$ cat src/rtl/uart_mmio_ctrl_if.sv
// CPU I/O-region bus plus UART byte handshakes for uart_mmio_ctrl.
// master = CPU/UART side driving the controller, slave = the controller itself.
interface uart_mmio_ctrl_if;
    logic        stall;
    logic [4:0]  io_addr;
    logic        io_re;
    logic        io_we;
    logic [7:0]  io_wdata;
    logic [31:0] io_rdata;
    logic [7:0]  uart_din;
    logic        uart_din_valid;
    logic        uart_din_ready;
    logic [7:0]  uart_dout;
    logic        uart_dout_valid;
    logic        uart_dout_ready;

    modport master (
        output stall, io_addr, io_re, io_we, io_wdata, uart_din_ready, uart_dout,
               uart_dout_valid,
        input  io_rdata, uart_din, uart_din_valid, uart_dout_ready
    );

    modport slave (
        input  stall, io_addr, io_re, io_we, io_wdata, uart_din_ready, uart_dout,
               uart_dout_valid,
        output io_rdata, uart_din, uart_din_valid, uart_dout_ready
    );
endinterface

$ cat src/rtl/uart_mmio_ctrl.sv
// MMIO bridge between the MIPS150 memory stage and the UART byte interface.
// Define UART_RX_FIFO_EN for an RX_DEPTH-entry RX FIFO; otherwise RX holds one byte.
module uart_mmio_ctrl #(
    parameter int unsigned RX_DEPTH = 4,
    parameter int unsigned CNT_W    = 32
) (
    input logic             clk,
    input logic             rst,
    uart_mmio_ctrl_if.slave bus
);

    localparam logic [2:0] AddrRxCtrl   = 3'd0;
    localparam logic [2:0] AddrRxData   = 3'd1;
    localparam logic [2:0] AddrTxCtrl   = 3'd2;
    localparam logic [2:0] AddrTxData   = 3'd3;
    localparam logic [2:0] AddrCycle    = 3'd4;
    localparam logic [2:0] AddrCycleClr = 3'd6;
    localparam int unsigned unusedDepth = RX_DEPTH;

    logic [2:0] sel;
    logic       cpuRe, cpuWe;
    logic       unusedAddr;

    assign sel        = bus.io_addr[4:2];
    assign cpuRe      = bus.io_re & ~bus.stall;
    assign cpuWe      = bus.io_we & ~bus.stall;
    assign unusedAddr = ^bus.io_addr[1:0];

    // RX storage
    logic       rxFull, rxNonEmpty, rxPush, rxPop;
    logic [7:0] rxHead;

    assign rxPush              = bus.uart_dout_valid & ~rxFull;
    assign rxPop               = cpuRe & (sel == AddrRxData) & rxNonEmpty;
    assign bus.uart_dout_ready = ~rxFull;

`ifdef UART_RX_FIFO_EN
    localparam int unsigned PtrW = $clog2(RX_DEPTH);

    logic [7:0]      rxMem [RX_DEPTH];
    logic [PtrW-1:0] wrPtrQ, rdPtrQ;
    logic [PtrW:0]   countQ;

    assign rxFull     = countQ == (PtrW + 1)'(RX_DEPTH);
    assign rxNonEmpty = countQ != '0;
    assign rxHead     = rxMem[rdPtrQ];

    always_ff @(posedge clk) begin
        if (rxPush) rxMem[wrPtrQ] <= bus.uart_dout;
    end

    always_ff @(posedge clk or negedge rst) begin
        if (!rst) begin
            wrPtrQ <= '0;
            rdPtrQ <= '0;
            countQ <= '0;
        end else begin
            if (rxPush) wrPtrQ <= wrPtrQ + PtrW'(1);
            if (rxPop)  rdPtrQ <= rdPtrQ + PtrW'(1);
            case ({rxPush, rxPop})
                2'b10:   countQ <= countQ + (PtrW + 1)'(1);
                2'b01:   countQ <= countQ - (PtrW + 1)'(1);
                default: countQ <= countQ;
            endcase
        end
    end
`else
    logic [7:0] rxDataQ;
    logic       rxValidQ;

    assign rxFull     = rxValidQ;
    assign rxNonEmpty = rxValidQ;
    assign rxHead     = rxDataQ;

    // Push needs !valid and pop needs valid, so they never coincide.
    always_ff @(posedge clk or negedge rst) begin
        if (!rst) begin
            rxDataQ  <= '0;
            rxValidQ <= 1'b0;
        end else if (rxPush) begin
            rxDataQ  <= bus.uart_dout;
            rxValidQ <= 1'b1;
        end else if (rxPop) begin
            rxValidQ <= 1'b0;
        end
    end
`endif

    // TX holding register, cycle counter and read data
    logic             txFullQ, txFullD, txOverrunQ, txOverrunD, txHs, txWr, cycleClr;
    logic [7:0]       txDataQ, txDataD;
    logic [CNT_W-1:0] cycleQ, cycleD;
    logic [31:0]      rdataQ, rdataD;

    assign txHs     = txFullQ & bus.uart_din_ready;
    assign txWr     = cpuWe & (sel == AddrTxData);
    assign cycleClr = cpuWe & (sel == AddrCycleClr);

    always_comb begin
        txFullD    = txFullQ;
        txDataD    = txDataQ;
        txOverrunD = txOverrunQ;
        if (cpuRe && sel == AddrTxCtrl) txOverrunD = 1'b0;
        // A handshake in the same cycle frees the slot, so the write lands.
        if (txWr && (!txFullQ || txHs)) begin
            txFullD = 1'b1;
            txDataD = bus.io_wdata;
        end else begin
            if (txHs) txFullD = 1'b0;
            if (txWr) txOverrunD = 1'b1;
        end
    end

    assign cycleD = cycleClr ? '0 : cycleQ + CNT_W'(1);

    always_comb begin
        rdataD = rdataQ;
        if (cpuRe) begin
            rdataD = '0;
            case (sel)
                AddrRxCtrl: rdataD[0]   = rxNonEmpty;
                AddrRxData: rdataD[7:0] = rxNonEmpty ? rxHead : 8'h00;
                AddrTxCtrl: rdataD[1:0] = {txOverrunQ, ~txFullQ};
                AddrCycle:  rdataD      = 32'(cycleQ);
                default:    rdataD      = '0;
            endcase
        end
    end

    always_ff @(posedge clk or negedge rst) begin
        if (!rst) begin
            txFullQ    <= 1'b0;
            txDataQ    <= '0;
            txOverrunQ <= 1'b0;
            cycleQ     <= '0;
            rdataQ     <= '0;
        end else begin
            txFullQ    <= txFullD;
            txDataQ    <= txDataD;
            txOverrunQ <= txOverrunD;
            cycleQ     <= cycleD;
            rdataQ     <= rdataD;
        end
    end

    assign bus.uart_din       = txDataQ;
    assign bus.uart_din_valid = txFullQ;
    assign bus.io_rdata       = rdataQ;

endmodule

$ cat src/flat_wrapper.sv
// flat-port wrapper written by rule: the top's interface ports become plain ports
module uart_mmio_ctrl_flat 
#(
    parameter int unsigned RX_DEPTH = 4,
    parameter int unsigned CNT_W    = 32
)
  (clk, rst, bus_stall, bus_io_addr, bus_io_re, bus_io_we, bus_io_wdata, bus_uart_din_ready, bus_uart_dout, bus_uart_dout_valid, bus_io_rdata, bus_uart_din, bus_uart_din_valid, bus_uart_dout_ready);
  uart_mmio_ctrl_if bus_i ();
  input logic clk;
  input logic rst;
  input wire logic [$bits(bus_i.stall)-1:0] bus_stall;
  input wire logic [$bits(bus_i.io_addr)-1:0] bus_io_addr;
  input wire logic [$bits(bus_i.io_re)-1:0] bus_io_re;
  input wire logic [$bits(bus_i.io_we)-1:0] bus_io_we;
  input wire logic [$bits(bus_i.io_wdata)-1:0] bus_io_wdata;
  input wire logic [$bits(bus_i.uart_din_ready)-1:0] bus_uart_din_ready;
  input wire logic [$bits(bus_i.uart_dout)-1:0] bus_uart_dout;
  input wire logic [$bits(bus_i.uart_dout_valid)-1:0] bus_uart_dout_valid;
  output wire logic [$bits(bus_i.io_rdata)-1:0] bus_io_rdata;
  output wire logic [$bits(bus_i.uart_din)-1:0] bus_uart_din;
  output wire logic [$bits(bus_i.uart_din_valid)-1:0] bus_uart_din_valid;
  output wire logic [$bits(bus_i.uart_dout_ready)-1:0] bus_uart_dout_ready;
  assign bus_i.stall = bus_stall;
  assign bus_i.io_addr = bus_io_addr;
  assign bus_i.io_re = bus_io_re;
  assign bus_i.io_we = bus_io_we;
  assign bus_i.io_wdata = bus_io_wdata;
  assign bus_i.uart_din_ready = bus_uart_din_ready;
  assign bus_i.uart_dout = bus_uart_dout;
  assign bus_i.uart_dout_valid = bus_uart_dout_valid;
  assign bus_io_rdata = bus_i.io_rdata;
  assign bus_uart_din = bus_i.uart_din;
  assign bus_uart_din_valid = bus_i.uart_din_valid;
  assign bus_uart_dout_ready = bus_i.uart_dout_ready;
  uart_mmio_ctrl #(.RX_DEPTH(RX_DEPTH), .CNT_W(CNT_W)) u_core (.clk(clk), .rst(rst), .bus(bus_i));
endmodule
$ cat config.mk
export PLATFORM = sky130hd
export DESIGN_NAME = uart_mmio_ctrl_flat
export DESIGN_NICKNAME = d
export VERILOG_FILES = /design/src/rtl/uart_mmio_ctrl_if.sv /design/src/rtl/uart_mmio_ctrl.sv /design/src/flat_wrapper.sv
export SDC_FILE = /design/constraint.sdc
export NUM_CORES = 1
export LEC_CHECK = 0
export ABC_AREA = 1
export CAP_MARGIN = 20
export CORE_MARGIN = 2
export CORE_UTILIZATION = 30
export DETAILED_ROUTE_END_ITERATION = 7
export HOLD_SLACK_MARGIN = 0.1
export SLEW_MARGIN = 20
export SYNTH_ARGS = -nofsm -noshare
export SYNTH_HDL_FRONTEND = slang
export SYNTH_SLANG_ARGS = --single-unit
$ cat constraint.sdc
create_clock -name clk -period 1.24 [get_ports clk]
set_input_delay 0.124 -clock clk [delete_from_list [all_inputs] [get_ports clk]]
set_output_delay 0.124 -clock clk [all_outputs]
set_load 0.01 [all_outputs]
### Yosys cells after proc, flatten, opt, wreduce, memory -nomap -nowiden

Cells that the tools add are included.

| cells by class | value |
|---|---|
| bitwise operators | 11 |
| divide/modulo/power cells | 0 |
| order comparisons | 0 |
| reductions and logical operators | 7 |
| shifts and indexed selects | 0 |
| equal/unequal tests | 5 |
| $mul | 0 |
| multiplexer cells | 13 |
| add/sub/neg operators | 1 |

Operator list:

| cell | count |
|---|---|
| 32-bit by 1-bit adder with 32-bit output (second input constant) | 1 |
| 32-bit two-way mux | 1 |
| 24-bit two-way mux | 1 |
| 6-bit one-hot mux with 2 select lines | 1 |
| 1-bit AND | 8 |
| 8-bit two-way mux | 1 |
| 1-bit two-way mux | 7 |
| 3-bit by 2-bit equality test with 1-bit output (second input constant) | 2 |
| 3-bit equality test (second input constant) | 2 |
| 1-bit one-hot mux with 4 select lines | 1 |
| 2-bit nonzero test | 2 |
| 3-bit by 1-bit equality test with 1-bit output (second input constant) | 1 |
| 3-bit zero test | 1 |
| 1-bit inverter | 3 |
| 1-bit one-hot mux with 3 select lines | 1 |
| 1-bit logical AND | 2 |
| 1-bit zero test | 1 |
| 1-bit logical OR | 1 |

| storage, ports and cells | value |
|---|---|
| output and inout port bits | 42 |
| RAM bits | 0 |
| logic and storage cells | 44 |
| memories kept | 0 |
| register bits after elaboration | 83 |
| bits in latches | 0 |
| bits in read-only memories | 0 |
| input bits | 28 |

### Longest topological paths before layout

| depth | value |
|---|---|
| depth in word-level cells | 6 |
| mapped depth | 9 |
| mapped depth without buffers | 9 |

### Least setup slack after synthesis

OpenSTA, ideal clock, no wires.

| timing path | value |
|---|---|
| path type | register to register |
| start | register u_core.cycleQ[0] |
| end | register u_core.cycleQ[10] |
| data required time | 1,120 ps |
| buffers on the path | 0 |
| arrival time | 1,187 ps |
| cell stages (with the launch flop) | 8 |
| setup time | 120 ps |
| period minus slack after synthesis | 1,307 ps |
| setup slack | -67 ps |
| path through | dfrtp_1 > ha_1 > nand2_1 > nor2_4 > nand2_4 > nor2_2 > nand2_1 > and3_1 |

| on the way | value |
|---|---|
| longest elaborated chain between the ends | 2 |

RTL lines:

| element | RTL line | source |
|---|---|---|
| start, declared | uart_mmio_ctrl.sv:92 | `logic [CNT_W-1:0] cycleQ, cycleD;` |
| start signal, assigned | uart_mmio_ctrl.sv:141 | `cycleQ <= cycleD;` |
| 32-bit by 1-bit adder with 32-bit output | uart_mmio_ctrl.sv:114 | `assign cycleD = cycleClr ? '0 : cycleQ + CNT_W'(1);` |
| 32-bit two-way mux | uart_mmio_ctrl.sv:114 |  |
| net u_core.cycleD[10] | uart_mmio_ctrl.sv:92 |  |

The timed path passes the listed nets, and every way through them passes these cells.
A chain may end at the register's enable or synchronous reset.

### Final worst setup path

| timing path | value |
|---|---|
| start | register u_core.cycleQ[1] |
| end | register u_core.cycleQ[24] |

Same word-level chain as after synthesis.

==> impl_metrics.tcl <==
set metrics [dict create \
    cts_made_buffers 9 \
    die_width_um 118.4 \
    worst_slew_margin_rel 0.7378 \
    tightestPinTransition_ns 0.3933 \
    clkTransAtPathRegs_ns 0.06 \
    worstSkewPairLatency_ns 0.34 \
    setup.worst_path.class "register to register" \
    multi_input_area_sq_um 1838 \
    slowest_stage "sky130_fd_sc_hd__dfrtp_1" \
    tritoncts_clock_tree "done" \
    ant_nets 0 \
    critPathCaptureType "register" \
    layout_worst_path_cycle_share 1.146 \
    via_count 3678 \
    route.detailed.wl_per_inst_um 12.71 \
    setup_viol 26 \
    layout-drive-gt1-share 0.2688 \
    critical_path.cell_chain "ha_2, nand2_2, nor2_4, nand2_4, nor2_4, nand3_2, nand2_1, nor2_1" \
    global_route.overflow_total 0 \
    synth.lib_cells_used.distinct 33 \
    post-synth-top-area-fraction 0.5290 \
    postSynth.topFlopCell "sky130_fd_sc_hd__dfrtp_1" \
    ff_latch_area_sq_um 2079 \
    layout.cells.most_common "sky130_fd_sc_hd__nand2_1" \
    hold_viol 0 \
    worst_path_largest_cell_delay_ns 0.37 \
    finish.net_count 664 \
    max_cap_violations 0 \
    power_per_standard_cell_area_nw_per_um2 1323 \
    worst_ep_arrival_time_ns 1.64 \
    grt_setup_unrepaired "yes" \
    finalWeightedCongestion 0.8423 \
    detailed_place_hpwl_um 7439 \
    first_global_vias 3611 \
    worst-r2r-cell-count 8 \
    filler_cell_count 1264 \
    syn-num-nets 510 \
    synth_enable_flop_cells 0 \
    cts_max_level 3 \
    drc 0 \
    crit_required_ns 1.46 \
    synth_async_sr_flop_share 1.000 \
    commonest_non_fill_non_tap_cells_in_the_layout "152 x sky130_fd_sc_hd__nand2_1, 81 x sky130_fd_sc_hd__dfrtp_1, 75 x sky130_fd_sc_hd__buf_4" \
    leakage_nw 2.920 \
    final_setup_tns_ns -2.990 \
    dominant_cells_by_area_after_synthesis "sky130_fd_sc_hd__dfrtp_1 53%, sky130_fd_sc_hd__nand2_1 15%, sky130_fd_sc_hd__nor2_1 6.6%" \
    critical_path.startpoint_type "register" \
    clk_path_buf_depth 2 \
    grt_start_max_net_pins 75 \
    setup_ws_ns -0.1805 \
    drv_slew 0 \
    yosys_register_bits 83 \
    floorplan.die_area_sq_um 14020 \
    synthesis.area_sq_um 3926 \
    clock-skew-final_ns 0.004464 \
    clock-root-buffer "sky130_fd_sc_hd__clkbuf_16" \
    boundary_pins 70 \
    critPathMostFrequentCell "sky130_fd_sc_hd__nor2_4" \
    violations "negative setup slack" \
    grt_util_all_layers 0.1531 \
    initial_core_utilization 0.3086 \
    cp_max_fo 6 \
    avgViaCountPerCell 4.530 \
    status "finished, violations left" \
    drt_iter0_markers 287 \
    synth_sequential_area_ratio 0.5290 \
    detail_route.first_pass.iterations 4 \
    wire_length_of_the_first_global_routing_pass_um 17290 \
    hold_path.class "input port to asynchronous set/reset pin" \
    drt_wl_total_um 10320 \
    dp_worst_setup_slack_ns -0.2612 \
    clock_sink_count 83 \
    yosysTopAreaCell "sky130_fd_sc_hd__dfrtp_1" \
    portBuffers 67 \
    vdd_ir_drop_max_mv 0.5920 \
    n_antenna_cell 0 \
    period_needed_ns 1.420 \
    fp-row-count 41 \
    fmax_ghz 0.7040 \
    layout-area-overhead-vs-synth_pct 50.13 \
    syn-mean-instance-area_sq_um 8.163 \
    syn_inst_count 481 \
    worst_hold_slack_ns 0.1554 \
    total_core_area_sq_um 12720 \
    synth-warning-count 0 \
    die_y_um 118.4 \
    grt_antenna_before_repair 0 \
]
[worst paths after layout]
kind | slack [ns] | startpoint | endpoint
hold reg to reg | 0.47 | u_core.bus.uart_din[6] | u_core.bus.uart_din[6]
hold / removal | 0.16 | rst | u_core.bus.uart_din[0]
setup reg to reg | -0.18 | u_core.cycleQ[1] | u_core.cycleQ[24]
setup / recovery | -0.18 | u_core.cycleQ[1] | u_core.cycleQ[24]
min in group clk | 0.32 | bus_io_wdata[5] | u_core.bus.uart_din[5]
max in group asynchronous | 0.47 | rst | u_core.cycleQ[18]
[registers in the layout, summed over array words and instances (netlist names)]
name	flops
u_core.cycleQ	32
u_core.txOverrunQ	1
u_core.bus.io_rdata	32
u_core.bus.uart_din_valid	1
u_core.bus.uart_din	8
u_core.rxFull	1
u_core.rxDataQ	8
[critical path: cells and delay by family (launching register included)]
family                   cells  cell delay [ns]
AND/OR/NAND/NOR              7             0.72
flip-flops                   1             0.37
adder cells (fa/ha/maj)      1             0.20
[cells in the mapped netlist (all sizes together) (2+ instances only)]
library cell	number
mux2	8
nand2	165
nand3	32
nand3b	2
inv	31
a21oi	20
o21ai	28
o21a	2
o31ai	4
dfrtp	83
buf	8
nor2	83
xor2	2
clkbuf	3
[what timing repair did]
action                                  4_1_cts  5_1_grt
hold buffers                                  1        0
gates resized for setup                      63       30
endpoints found under the hold margin        83        0
pin swaps                                    12       17
endpoints found under the setup margin       66       30
setup buffers                                13        9
[metrics by stage]
| step | area, sq um | total power [mW] | cells | utilization |
|---|---|---|---|---|
| floorplan | 3939 | 4.070 | 481 | - |
| global placement | 5316 | 5.046 | 773 | 0.4179 |
| global route | 5894 | 8.198 | 812 | 0.4633 |
| CTS | 5722 | 7.669 | 803 | 0.4497 |
| finish | 5894 | 7.797 | 812 | 0.4633 |
| detailed placement | 5316 | 5.100 | 773 | 0.4179 |
[final cells by class]
type,instances,area share
clock buffer,12,0.04182
clock inverter,4,0.004458
inverter,31,0.02017
multi-input combinational,356,0.3118
sequential,83,0.3528
tap,172,0.03651
timing repair buffer,154,0.2324
[layer usage]
layer  wire, um  up-vias  GRT usage
met5          0        -          0
met4        210        0    0.06473
met3        427       14    0.02268
met2       5038       65     0.2554
met1       4641     1744     0.1982
li1           -     1855          -
[kinds of logic after synthesis]
| kind of cell | synth area share |
|---|---|
| adder cells (fa/ha/maj) | 0.003186 |
| multiplexers | 0.02295 |
| AO/OA/AOI/OAI | 0.07967 |
| flip-flops | 0.5290 |
| XOR/XNOR | 0.004462 |
| buffers and inverters | 0.04525 |
| AND/OR/NAND/NOR | 0.3155 |
[where the power goes]
| group | switching (mW) | internal [mW] |
|---|---|---|
| combinational | 0.852 | 1.13 |
| sequential | 0.275 | 3.09 |
| clock | 1.04 | 1.41 |
| total | 2.17 | 5.63 |
Note: power is estimated with default switching activity, not from simulation.
